===== config.mk =====
export PLATFORM = sky130hd
export DESIGN_NAME = cpu_run_ctrl
export DESIGN_NICKNAME = d
export VERILOG_FILES = /design/src/rtl/cpu_run_ctrl_pkg.sv /design/src/rtl/cpu_run_ctrl_btn_edge.sv /design/src/rtl/cpu_run_ctrl.sv
export SDC_FILE = /design/constraint.sdc
export NUM_CORES = 1
export LEC_CHECK = 0
export CORE_MARGIN = 5
export CORE_UTILIZATION = 45
export CTS_BUF_LIST = sky130_fd_sc_hd__clkbuf_8
export CTS_CLUSTER_DIAMETER = 30
export DETAILED_ROUTE_END_ITERATION = 10
export GPL_ROUTABILITY_DRIVEN = 0
export HOLD_SLACK_MARGIN = 0.02
export PLACE_DENSITY_LB_ADDON = 0.25
export SYNTH_ARGS = -nofsm -noshare
export SYNTH_HDL_FRONTEND = slang
export SYNTH_SLANG_ARGS = --single-unit

===== constraint.sdc =====
create_clock -name clk -period 4.1 [get_ports clk]
set_input_delay 0.615 -clock clk [delete_from_list [all_inputs] [get_ports clk]]
set_output_delay 0.615 -clock clk [all_outputs]
set_load 0.01 [all_outputs]

===== src/rtl/cpu_run_ctrl_pkg.sv =====
// Shared definitions for the CPU run/halt/step sequencer: state encodings,
// default widths and the post-reset state selection.
package cpu_run_ctrl_pkg;

    localparam int PC_W_DEF  = 16;
    localparam int CNT_W_DEF = 32;

    localparam logic [1:0] ST_HALT = 2'b00;
    localparam logic [1:0] ST_RUN  = 2'b01;
    localparam logic [1:0] ST_STEP = 2'b10;
    localparam logic [1:0] ST_BRK  = 2'b11;

    function automatic logic [1:0] reset_state(input bit auto_run);
        return auto_run ? ST_RUN : ST_HALT;
    endfunction

endpackage


===== src/rtl/cpu_run_ctrl_btn_edge.sv =====
// Rising-edge detector for a debounced button level. The history register
// resets to 1 so a button held through reset stays silent until re-pressed.
module btn_edge (
    input  logic clk,
    input  logic rst,
    input  logic btn,
    output logic ev
);

    logic prev;

    always_ff @(posedge clk) begin
        if (!rst) begin
            prev <= 1'b1;
        end else begin
            prev <= btn;
        end
    end

    assign ev = btn & ~prev;

endmodule


===== src/rtl/cpu_run_ctrl.sv =====
// Run/halt/single-step/breakpoint sequencer producing the CPU clock-enable
// and an executed-instruction counter.
//
//   state   | meaning
//   --------+-----------------------------------------------------------
//   ST_HALT | CPU frozen, waiting for a run or step press
//   ST_RUN  | free-running; cpu_en drops when pc hits the breakpoint
//   ST_STEP | exactly one enabled cycle, then back to HALT
//   ST_BRK  | stopped on a breakpoint, bp_hit asserted
module cpu_run_ctrl
    import cpu_run_ctrl_pkg::*;
#(
    parameter int PC_W     = PC_W_DEF,
    parameter int CNT_W    = CNT_W_DEF,
    parameter bit AUTO_RUN = 1'b0
) (
    input  logic             clk,
    input  logic             rst,
    input  logic             run_btn,
    input  logic             halt_btn,
    input  logic             step_btn,
    input  logic             bp_en,
    input  logic [PC_W-1:0]  bp_addr,
    input  logic [PC_W-1:0]  pc,
    output logic             cpu_en,
    output logic [1:0]       state,
    output logic             bp_hit,
    output logic [CNT_W-1:0] instr_count
);

    logic             halt_ev;
    logic             step_ev;
    logic             run_ev;
    logic [1:0]       state_q;
    logic [1:0]       state_d;
    logic             bp_skip_q;
    logic             bp_skip_d;
    logic             bp_match;
    logic [CNT_W-1:0] count_q;

    btn_edge u_halt_edge (.clk(clk), .rst(rst), .btn(halt_btn), .ev(halt_ev));
    btn_edge u_step_edge (.clk(clk), .rst(rst), .btn(step_btn), .ev(step_ev));
    btn_edge u_run_edge  (.clk(clk), .rst(rst), .btn(run_btn),  .ev(run_ev));

    // bp_skip lets a resume from the breakpoint address execute that
    // instruction once instead of trapping on it again.
    assign bp_match = bp_en & (pc == bp_addr) & ~bp_skip_q;

    assign cpu_en = (state_q == ST_STEP) | ((state_q == ST_RUN) & ~bp_match);

    always_comb begin
        state_d   = state_q;
        bp_skip_d = bp_skip_q;
        if ((state_q == ST_RUN) && cpu_en) begin
            bp_skip_d = 1'b0;
        end
        if (halt_ev) begin
            state_d = ST_HALT;
        end else begin
            case (state_q)
                ST_HALT, ST_BRK: begin
                    if (step_ev) begin
                        state_d = ST_STEP;
                    end else if (run_ev) begin
                        state_d   = ST_RUN;
                        bp_skip_d = 1'b1;
                    end
                end
                ST_RUN: begin
                    if (step_ev) begin
                        state_d = ST_HALT;
                    end else if (bp_match) begin
                        state_d = ST_BRK;
                    end
                end
                ST_STEP: state_d = ST_HALT;
                default: state_d = ST_HALT;
            endcase
        end
    end

    always_ff @(posedge clk) begin
        if (!rst) begin
            state_q   <= reset_state(AUTO_RUN);
            bp_skip_q <= 1'b0;
            count_q   <= '0;
        end else begin
            state_q   <= state_d;
            bp_skip_q <= bp_skip_d;
            if (cpu_en) begin
                count_q <= count_q + CNT_W'(1);
            end
        end
    end

    assign state       = state_q;
    assign bp_hit      = (state_q == ST_BRK);
    assign instr_count = count_q;

endmodule


## After elaboration in Yosys (flattened, before gate mapping)

Index checks and enable logic that the tools add are counted.

- Flip-flop bits (word level): 38
- Logic and storage cells: 41
- Bits of input ports: 38
- Output and inout port bits: 36

- Reduce and logical (&&, ||, !) cells: 5
- Add/sub/neg operators: 1
- Bitwise logic cells: 13
- Eq/ne operators: 6
- Muxes and demuxes: 10

Operator list:

| kind | number |
|---|---|
| $add 32x1->32 const B | 1 |
| $eq 16x16->1 | 1 |
| $mux 2 | 4 |
| $and 1x1->1 | 6 |
| $ne 3x3->1 const B | 2 |
| $not 1->1 | 6 |
| $pmux 2 s3 | 1 |
| $mux 1 | 5 |
| $eq 2x2->1 const B | 2 |
| $reduce_or 2->1 | 2 |
| $eq 2x1->1 const B | 1 |
| $logic_not 2->1 | 1 |
| $reduce_and 2->1 | 1 |
| $logic_and 1x1->1 | 1 |
| $or 1x1->1 | 1 |

## Logic depth before layout (Yosys ltp)

Gate-level depths: netlist of the first run.

- Depth in word-level cells: 12
- Depth in mapped cells: 9
- Depth with buffers taken out: 7

## By module

A second synthesis of the first run with hierarchy kept.

- Cells, all modules: 255
- Area, all modules: 2200.9 um^2

By module, submodules not included:

| module | seq. area each (um^2) | times used | cells an instance | area each (um^2) |
|---|---|---|---|---|
| cpu_run_ctrl | 700.7 | 1 | 246 | 2080.7 |
| btn_edge | 20.0 | 3 | 3 | 40.0 |

## Worst setup path before layout of the first run

Ideal clock, no wire load.

- Path kind: input to output
- Start: input bp_addr[5]
- End: output cpu_en
- Slack: 1.781 ns
- Data arrival time: 1.704 ns
- Buffers on the path: 2
- Stages on the path: 7
- Required time: 3.485 ns
- Cells stage by stage: xnor2_1 nand4_1 nor3_1 a21o_1 buf_2 buf_2 inv_1

- Cells in the longest elaborated chain, start to end: 6

Ends and longest elaborated chain:

| element | line | source |
|---|---|---|
| start: declaration | cpu_run_ctrl.sv:23 | `input logic [PC_W-1:0] bp_addr,` |
| $eq 16x16->1 | cpu_run_ctrl.sv:47 | `assign bp_match = bp_en & (pc == bp_addr) & ~bp_skip_q;` |
| $and 1x1->1 (2 in series) | cpu_run_ctrl.sv:47 |  |
| $not 1->1 | cpu_run_ctrl.sv:49 | `assign cpu_en = (state_q == ST_STEP) \| ((state_q == ST_RUN) & ~bp_match);` |
| $and 1x1->1 | cpu_run_ctrl.sv:49 |  |
| $or 1x1->1 | cpu_run_ctrl.sv:49 |  |
| end: declaration | cpu_run_ctrl.sv:25 | `output logic cpu_en,` |

Every way passes these cells.

## Worst setup path in the final report of the first run

- Start: input bp_addr[0]
- End: output cpu_en

The elaborated chain is that of the path after synthesis.

==> results, run 1 <==
- The minimum clock period is 3.11 ns.
- In the final design database the tool counted 358 nets.
- After floorplanning, the core was divided into 24 placement rows.
- The dominant register cell in the synthesized netlist is dfxtp_1.
- The number of buffers inserted for hold repair after clock tree synthesis is 0.
- The die width is 77.8 µm.
- The highest ir drop seen on vdd is 0.238 mV.
- The first-pass GRT wire length is 8780 µm.
- The overall global routing resource usage is 17.6%.
- Adding up every negative setup slack in the final design gives 0 ns.
- The area taken by multi-input logic gates is 1220 µm².
- Between clock sinks in the finished design, the worst skew comes to 0.00555 ns.
- The count of clock tree sinks is 38.
- The clock edge transition at the registers on the reported setup and hold paths is 0.07 ns.
- The clock tree from TritonCTS is done.
- The flow ran to the end, and the final reports show no timing, DRC or antenna violations.
- The maximum clock insertion buffer count is 2.
- In the routed design, unresolved DRC markers number 0.
- The later pin in the worst-skew pair is clocked with a latency of 0.29 ns.
- The delay of the slowest cell on the worst path is 0.51 ns.
- 74 I/O pins were placed.
- In this run, placement finished with an instance count of 361.
- Counting distinct cell types in the post-synthesis netlist gives 38.
- The final routed wirelength across all metal layers is 5370 µm.
- The family with the most delay on the worst path is buffers and inverters.
- In the final routed layout, each cell accounts on average for 14.6 µm.
- The non-filler instance count after layout is 369.
- The number of antenna violations at the first check in global routing is 0.
- The via count of the first global-routing pass came to 1917.
- STA classifies the critical path startpoint as a primary input.
- Buffers inserted during clock tree synthesis total 5.
- The path class of the lowest-slack min-delay path is reg2reg.
- The number of hold violations in the final report was 0.
- The transition time at the pin with the least slew margin is 0.809 ns.
- The share of cells above drive strength 1 is 3.47%.
- The synthesized flop and latch total is 38.
- The number of antenna diodes in the final layout is 0.
- Buffers added to address setup during post-CTS repair amount to 0.
- Entering global routing, the biggest net connects 55 pins.
- Setup repair after global routing left no endpoint under its margin.
- Setup violations remaining at the end of the flow were counted as 0.
- Static timing analysis puts the maximum clock frequency at 321 MHz.
- The post-route antenna net violation count is 0.
- Yosys mapped a number of flops with a built-in enable equal to 0.
- The count of cells resized by post-cts repair is 0.
- The half-perimeter wire length after detailed placement is 4070 µm.
- The areal power density over the cells is 341 nW/µm².
- The count of input and output buffers is 73.
- The number of H-tree branching levels is 2.
- The worst setup path is captured at a primary output.
- The die covers 6050 µm².
- The final count of pins violating max slew is 0.
- The critical path in this run is classified as in2out.
- Yosys attributes the largest share of cell area to dfxtp_1, xnor2_1, a21oi_1, o31ai_1, or4_1.
- The relative max-transition margin is 46.0%.
- Yosys printed 0 warnings.
- The maximum fanout count along the critical path is 5.
- Walking the worst path, the cells encountered are clkdlybuf4s50_1, xnor2_1, nand3_1, nor3_1, a21o_1, inv_1, clkdlybuf4s50_1.
- After synthesis, the largest area contributor takes up 36.8% of total cell area.
- For this run, asynchronously set or reset flops after synthesis account for 0%.
- The cell sitting at the root of the clock tree is a clkbuf_8.
- The signal arrival time at the worst endpoint is 2.50 ns.
- In this run the vertical extent of the chip is 77.8 µm.
- The layout-stage area growth over the synthesis result is 40.7%.
- After floorplanning, the core was sized to cover 4410 µm².
- For the worst setup path, the data required time is 3.48 ns.
- For this run, the register share of the synthesized area comes to 36.8%.
- Max-cap violations in this run came to 0.
- The pre-antenna-repair detailed-routing pass consisted of 4 iterations.
- The total area of sequential cells is 761 µm².
- After layout, the worst path uses 75.9% of the clock period.
- The mean post-synth cell area is 8.33 µm².
- The number of cells produced by synthesis is 248.
- Counting both buffers and inverters, the worst setup path holds a total of 3.
- After the first detailed-routing iteration, the DRC count stood at 136.
- For this configuration, the core starts out at a cell density of 46.8%.
- The standard cell with the maximum stage delay on the critical path is clkdlybuf4s50_1.
- The post-synthesis cell area is 2070 µm².
- The number of inserted filler cells in the final layout is 382.
- The most repeated library cell on the critical path is clkdlybuf4s50_1.
- The count of vias placed by the detailed router is 2093.
- Summed over all layers, the global routing overflow is 0.
- The leakage power total is 0.929 nW.
- In the routed layout, each cell is associated on average with a via count of 5.67.
- The net count after synthesis is 290.
- The cell taking the most area after synthesis is dfxtp_1.
## worst reg2reg max path: stages (launching register included)
cell     delay, ns
dfxtp_1       0.45
nand4_2       0.17
nor3_4        0.35
nand2_2       0.22
or4_1         0.56
or3_1         0.33
a21oi_1       0.14
## cell type report
class	instances	area share, %
multi-input cells	189	42.0
flip-flops and latches	38	26.2
repair buffers	74	25.4
clock buffers	6	2.84
well taps	52	2.24
inverters	8	1.03
clock inverters	2	0.301
## cells in the final DEF (no fill, tap or decap), types with 7 or more instances in the layout
master           Yosys  layout
a21oi_1             23      23
clkdlybuf4s50_1      0      73
dfxtp_1             38      38
inv_1                8       9
nand2_1             17      17
nand2b_1             7       7
nand3_1             14      14
nand4_1             11      11
nor2_1               7       7
o21ai_0             11      11
o31ai_1             12      12
or3_1                9       9
or4_1               12      12
xnor2_1             18      18
## layer usage
layer  vias up  share of wire, %  track usage, %
met3         7               4.1            4.40
met2        43                50            30.6
met5         -                 0               0
met4         0               1.3            4.64
li1       1074                 -               -
met1       969                44            21.5
## sequential cells by signal, summed over array words and instances, names as in the netlist
signal	count
state	2
bp_skip_q	1
instr_count	32
u_run_edge.prev	1
u_halt_edge.prev	1
u_step_edge.prev	1
## worst paths after layout
check | start | to | slack [ns] | cells after the start
worst min register to register | bp_skip_q$_SDFF_PN0_ | bp_skip_q$_SDFF_PN0_ | 0.48 | 2
worst max register to register | instr_count[3]$_SDFFE_PN0P_ | instr_count[27]$_SDFFE_PN0P_ | 1.81 | 6
worst min-delay path | bp_skip_q$_SDFF_PN0_ | bp_skip_q$_SDFF_PN0_ | 0.48 | 2
worst max-delay path | bp_addr[0] | cpu_en | 0.99 | 7
## synth_stat cells (3+ instances only)
cell,instances
or3_1,9
a21oi_1,23
nor2_1,7
ha_1,4
or4_1,12
buf_2,4
xnor2_1,18
nor3_1,4
and3_1,3
o31ai_1,12
nand3_1,14
o21a_1,4
clkbuf_1,8
dfxtp_1,38
mux2i_1,3
nor4_1,6
nand2_1,17
o31a_1,4
inv_1,8
nand2b_1,7
o21ai_0,11
and2_1,3
nand4_1,11
## stage by stage
step | hold WS (ns) | utilization [%] | total power [W] | instance area, µm² | worst slack [ns]
after floorplan | 0.441 | - | 0.000621 | 2070 | 1.78
after global placement | 0.457 | 63.8 | 0.000729 | 2820 | 1.03
after detailed placement | 0.463 | 63.8 | 0.000739 | 2820 | 0.959
after CTS | 0.478 | 65.9 | 0.000999 | 2910 | 0.956
after global routing | 0.514 | 65.9 | 0.00105 | 2910 | 0.854
final | 0.475 | 65.9 | 0.000992 | 2910 | 0.986
## power breakdown
part	internal, W	switching, W	leakage (nW)
registers	0.000387	0.0000191	0.307
logic	0.000136	0.000190	0.569
clock network	0.000133	0.000127	0.0524
## logic make-up after synthesis
family          count (synthesis)  share of synthesized area (%)
simple gates                  101                           28.4
compound gates                 63                           19.2
flops                          38                           36.8
buf+inv                        21                           4.06
xor+xnor                       18                           7.63
fa+ha+maj                       4                           2.42
mux                             3                           1.45
Power figures use the tool's default switching activity.
==> inputs of run 2 (changes only) <==
CORE_UTILIZATION = 42   (was 45)
clock period = 2.84 ns   (was 4.1 ns; I/O delays follow)
==> run 2 against run 1 <==
Sequential power grew 44%. Register-to-register slack lost 1.2 ns. Combinational power grew 47%. Global-route usage shrank 0.33 points. Critical path type unchanged. Clock power grew 120%. Critical path depth is the same. Clock skew shrank 0.0014 ns.
==> results, run 2 (synthesis results as in run 1) <==
- The overall global routing resource usage was 17.3% (-0.33 points).
- The count of input and output buffers was 73 (unchanged).
- The delay of the slowest cell on the worst path is 0.48 ns (-0.03 ns).
- The vertical die dimension is 80.2 µm (+3.1%).
- The buffers inserted during post-CTS setup optimization is 0 (unchanged).
- The via count of the first global-routing pass is 1869 (-2.5%).
- The final setup violation count was 0 (unchanged).
- The flip-flop count of the largest register after layout is 32 (unchanged).
- The capture endpoint of the worst hold path is instr_count[31]$_SDFFE_PN0P_.
- The post-route antenna net violation count is 0 (unchanged).
- The count of buffer and inverter cells on the critical path came to 3 (unchanged).
- The clock group share of total power is 34.8% (+8.6 points).
- The transition time at the pin with the least slew margin was 0.510 ns (-0.300 ns).
- The pin count of the biggest net entering global routing is 55 (unchanged).
- The cell at the root of the clock tree is clkbuf_8.
- The fraction of the core area covered by cells at the end of the flow is 63.3% (-2.6 points).
- The minimum clock period is 2.57 ns.
- Setup repair after global routing left no endpoint under its margin.
- The number of cells traversed by the worst register-to-register path is 6 (unchanged).
- The clock edge transition at the registers on the reported setup and hold paths is 0.08 ns (about the same).
- The final cycle utilization of the critical path is 90.4%.
- The final setup TNS is 0 ns (unchanged).
- The part of the power in registers was 35.9% (-5.0 points).
- The hold path startpoint is instr_count[31]$_SDFFE_PN0P_.
- The relative max-transition margin came to 66.0% (+20 points).
- The latest clock arrival within the worst-skew pair was 0.29 ns (about the same).
- The type of the worst setup path is in2out.
- The share of cells above drive strength 1 came to 4.98% (+1.5 points).
- The final clock skew is 0.00412 ns (-0.00144 ns).
- The run finished with clean final reports.
- The signal arrival time at the worst endpoint was 2.14 ns (-0.36 ns).
- The total internal power is 0.00114 W (+74%).
- The initial detailed-routing violation count is 144 (+5.9%).
- In the layout the commonest cells are clkdlybuf4s50_1, dfxtp_1, a21oi_1.
- In this run the critical register-to-register path is captured at instr_count[27]$_SDFFE_PN0P_.
- The switching power came to 0.000487 W (+45%).
- The first-pass iteration count of the detailed router is 4 (unchanged).
- The final count of pins violating max slew was 0 (unchanged).
- The worst endpoint required time came to 2.41 ns (-1.07 ns).
- The first-pass GRT wire length is 8720 µm (-0.63%).
- The total I/O pin count is 74 (unchanged).
- From synthesis to final layout, the design area changed by 45.5%.
- The most repeated library cell on the critical path is clkdlybuf4s50_1.
- The highest ir drop seen on vdd was 0.339 mV (+43%).
- The leakage power total is 0.968 nW (+4.2%).
- The area of the placeable core is 4750 µm² (+7.7%).
- The number of inserted filler cells in the final layout is 435 (+14%).
- The maximum clock insertion buffer count is 2 (unchanged).
- The count of clock tree sinks is 38 (unchanged).
- The count of cells resized by post-cts repair is 0 (unchanged).
- The via density per instance is 5.49 (-3.3%).
- The worst hold path stage count is 2 (unchanged).
- The final routed wirelength across all metal layers is 5280 µm (-1.8%).
- The row count is 25 (+4.2%).
- The area taken by multi-input logic gates came to 1220 µm² (unchanged).
- The number of hold violations in the final report is 0 (unchanged).
- The maximum fanout count along the critical path is 2 (-3).
- The relative contribution of combinational cells to total power is 29.3% (-3.6 points).
- The critical path goes through clkdlybuf4s50_1, xnor2_1, nand4_1, nor3_1, a21o_1, inv_1, clkdlybuf4s50_1.
- Static timing analysis puts the maximum clock frequency at 389 MHz.
- The number of max-cap violations came to 0 (unchanged).
- The final global-route overflow total is 0 (unchanged).
- The standard cell with the maximum stage delay on the critical path is clkdlybuf4s50_1.
- The final net count is 362 (+1.1%).
- The clock tree from TritonCTS is done.
- The endpoint type of the worst setup path is a primary output.
- Leaving out fill and tap cells, the most frequent cell in the layout is clkdlybuf4s50_1.
- The post-detailed-route DRC marker count came to 0 (unchanged).
- The overall die area is 6420 µm² (+6.2%).
- The number of H-tree branching levels is 2 (unchanged).
- The total stage count of the critical path came to 7 (unchanged).
- The path class of the lowest-slack min-delay path is reg2reg.
- The number of buffers created by CTS is 5 (unchanged).
- The number of antenna violations at the first check in global routing is 0 (unchanged).
- The areal power density over the cells is 542 nW/µm² (+59%).
- The number of buffers inserted for hold repair after clock tree synthesis came to 0 (unchanged).
- The worst-case register-to-register setup slack is 0.59 ns (-1.22 ns).
- STA classifies the critical path startpoint as a primary input.
- The starting utilization of the core area is 43.5% (-3.4 points).
- The count of vias placed by the detailed router is 2129 (+1.7%).
- The half-perimeter wire length after detailed placement is 3980 µm (-2.4%).
- The die width is 80.2 µm (+3.1%).
- The antenna diode instance count is 0 (unchanged).
- The final routed wire length divided by cell count was 13.6 µm (-6.6%).
- The fraction of power spent switching nets is 29.9% (-4.0 points).
- The total area of sequential cells was 761 µm² (unchanged).
- In this run the critical register-to-register path is launched from instr_count[3]$_SDFFE_PN0P_.
- In this design, the largest share of critical-path delay is due to buffers and inverters.
## run 2: changes by cell type in the layout (fill, tap and decap cells not counted)
cell       previous run  this run
buf_4                 1         5
bufinv_16             0         2
clkinv_2              1         0
inv_1                 9         8
## run 2: metal layers
| layer | share of wire (%) | track usage [%] |
|---|---|---|
| met5 | 0 | 0 |
| met4 | 1.2 | 5.41 |
| met3 | 4.8 | 3.36 |
| met2 | 50 | 28.6 |
| met1 | 44 | 22.5 |
## run 2: worst min-delay path: stages (launching register included)
cell and delay, ns:
dfxtp_1 0.32, o31ai_1 0.06, a21oi_1 0.05
## run 2: area by class of cell
| type | instances | area share, % |
|---|---|---|
| multi-input cells | 189 | 40.6 |
| flip-flops and latches | 38 | 25.3 |
| repair buffers | 78 | 25.5 |
| clock buffers | 6 | 2.75 |
| clock inverters | 2 | 2.00 |
| well taps | 67 | 2.79 |
| inverters | 8 | 0.998 |
## run 2: worst max path at each step
| stage | from | end | slack, ns |
|---|---|---|---|
| floorplan | instr_count[3]$_SDFFE_PN0P_ | instr_count[27]$_SDFFE_PN0P_ | 0.89 |
| global placement | bp_addr[5] | cpu_en | 0.28 |
| detailed placement | pc[5] | cpu_en | 0.26 |
| CTS | pc[10] | cpu_en | 0.26 |
| global route | pc[2] | cpu_en | 0.11 |
| finish | pc[10] | cpu_en | 0.27 |
## run 2: metrics by stage
stage | hold WS (ns) | instance area, µm² | std cells | power, W | setup slack, ns
after global placement | 0.464 | 2870 | 380 | 0.00107 | 0.276
after CTS | 0.477 | 3010 | 388 | 0.00164 | 0.259
after floorplan | 0.441 | 2070 | 248 | 0.000896 | 0.886
after detailed placement | 0.463 | 2870 | 380 | 0.00108 | 0.263
after global routing | 0.504 | 3010 | 388 | 0.00173 | 0.109
final | 0.483 | 3010 | 388 | 0.00163 | 0.273
## run 2: power groups by stage
stage                     logic, W  registers, W  clock network [W]
after floorplan           0.000293      0.000603                  0
after global placement    0.000476      0.000596                  0
after detailed placement  0.000481      0.000597                  0
after CTS                 0.000483      0.000584           0.000577
after global routing      0.000529      0.000590           0.000606
final                     0.000478      0.000584           0.000567
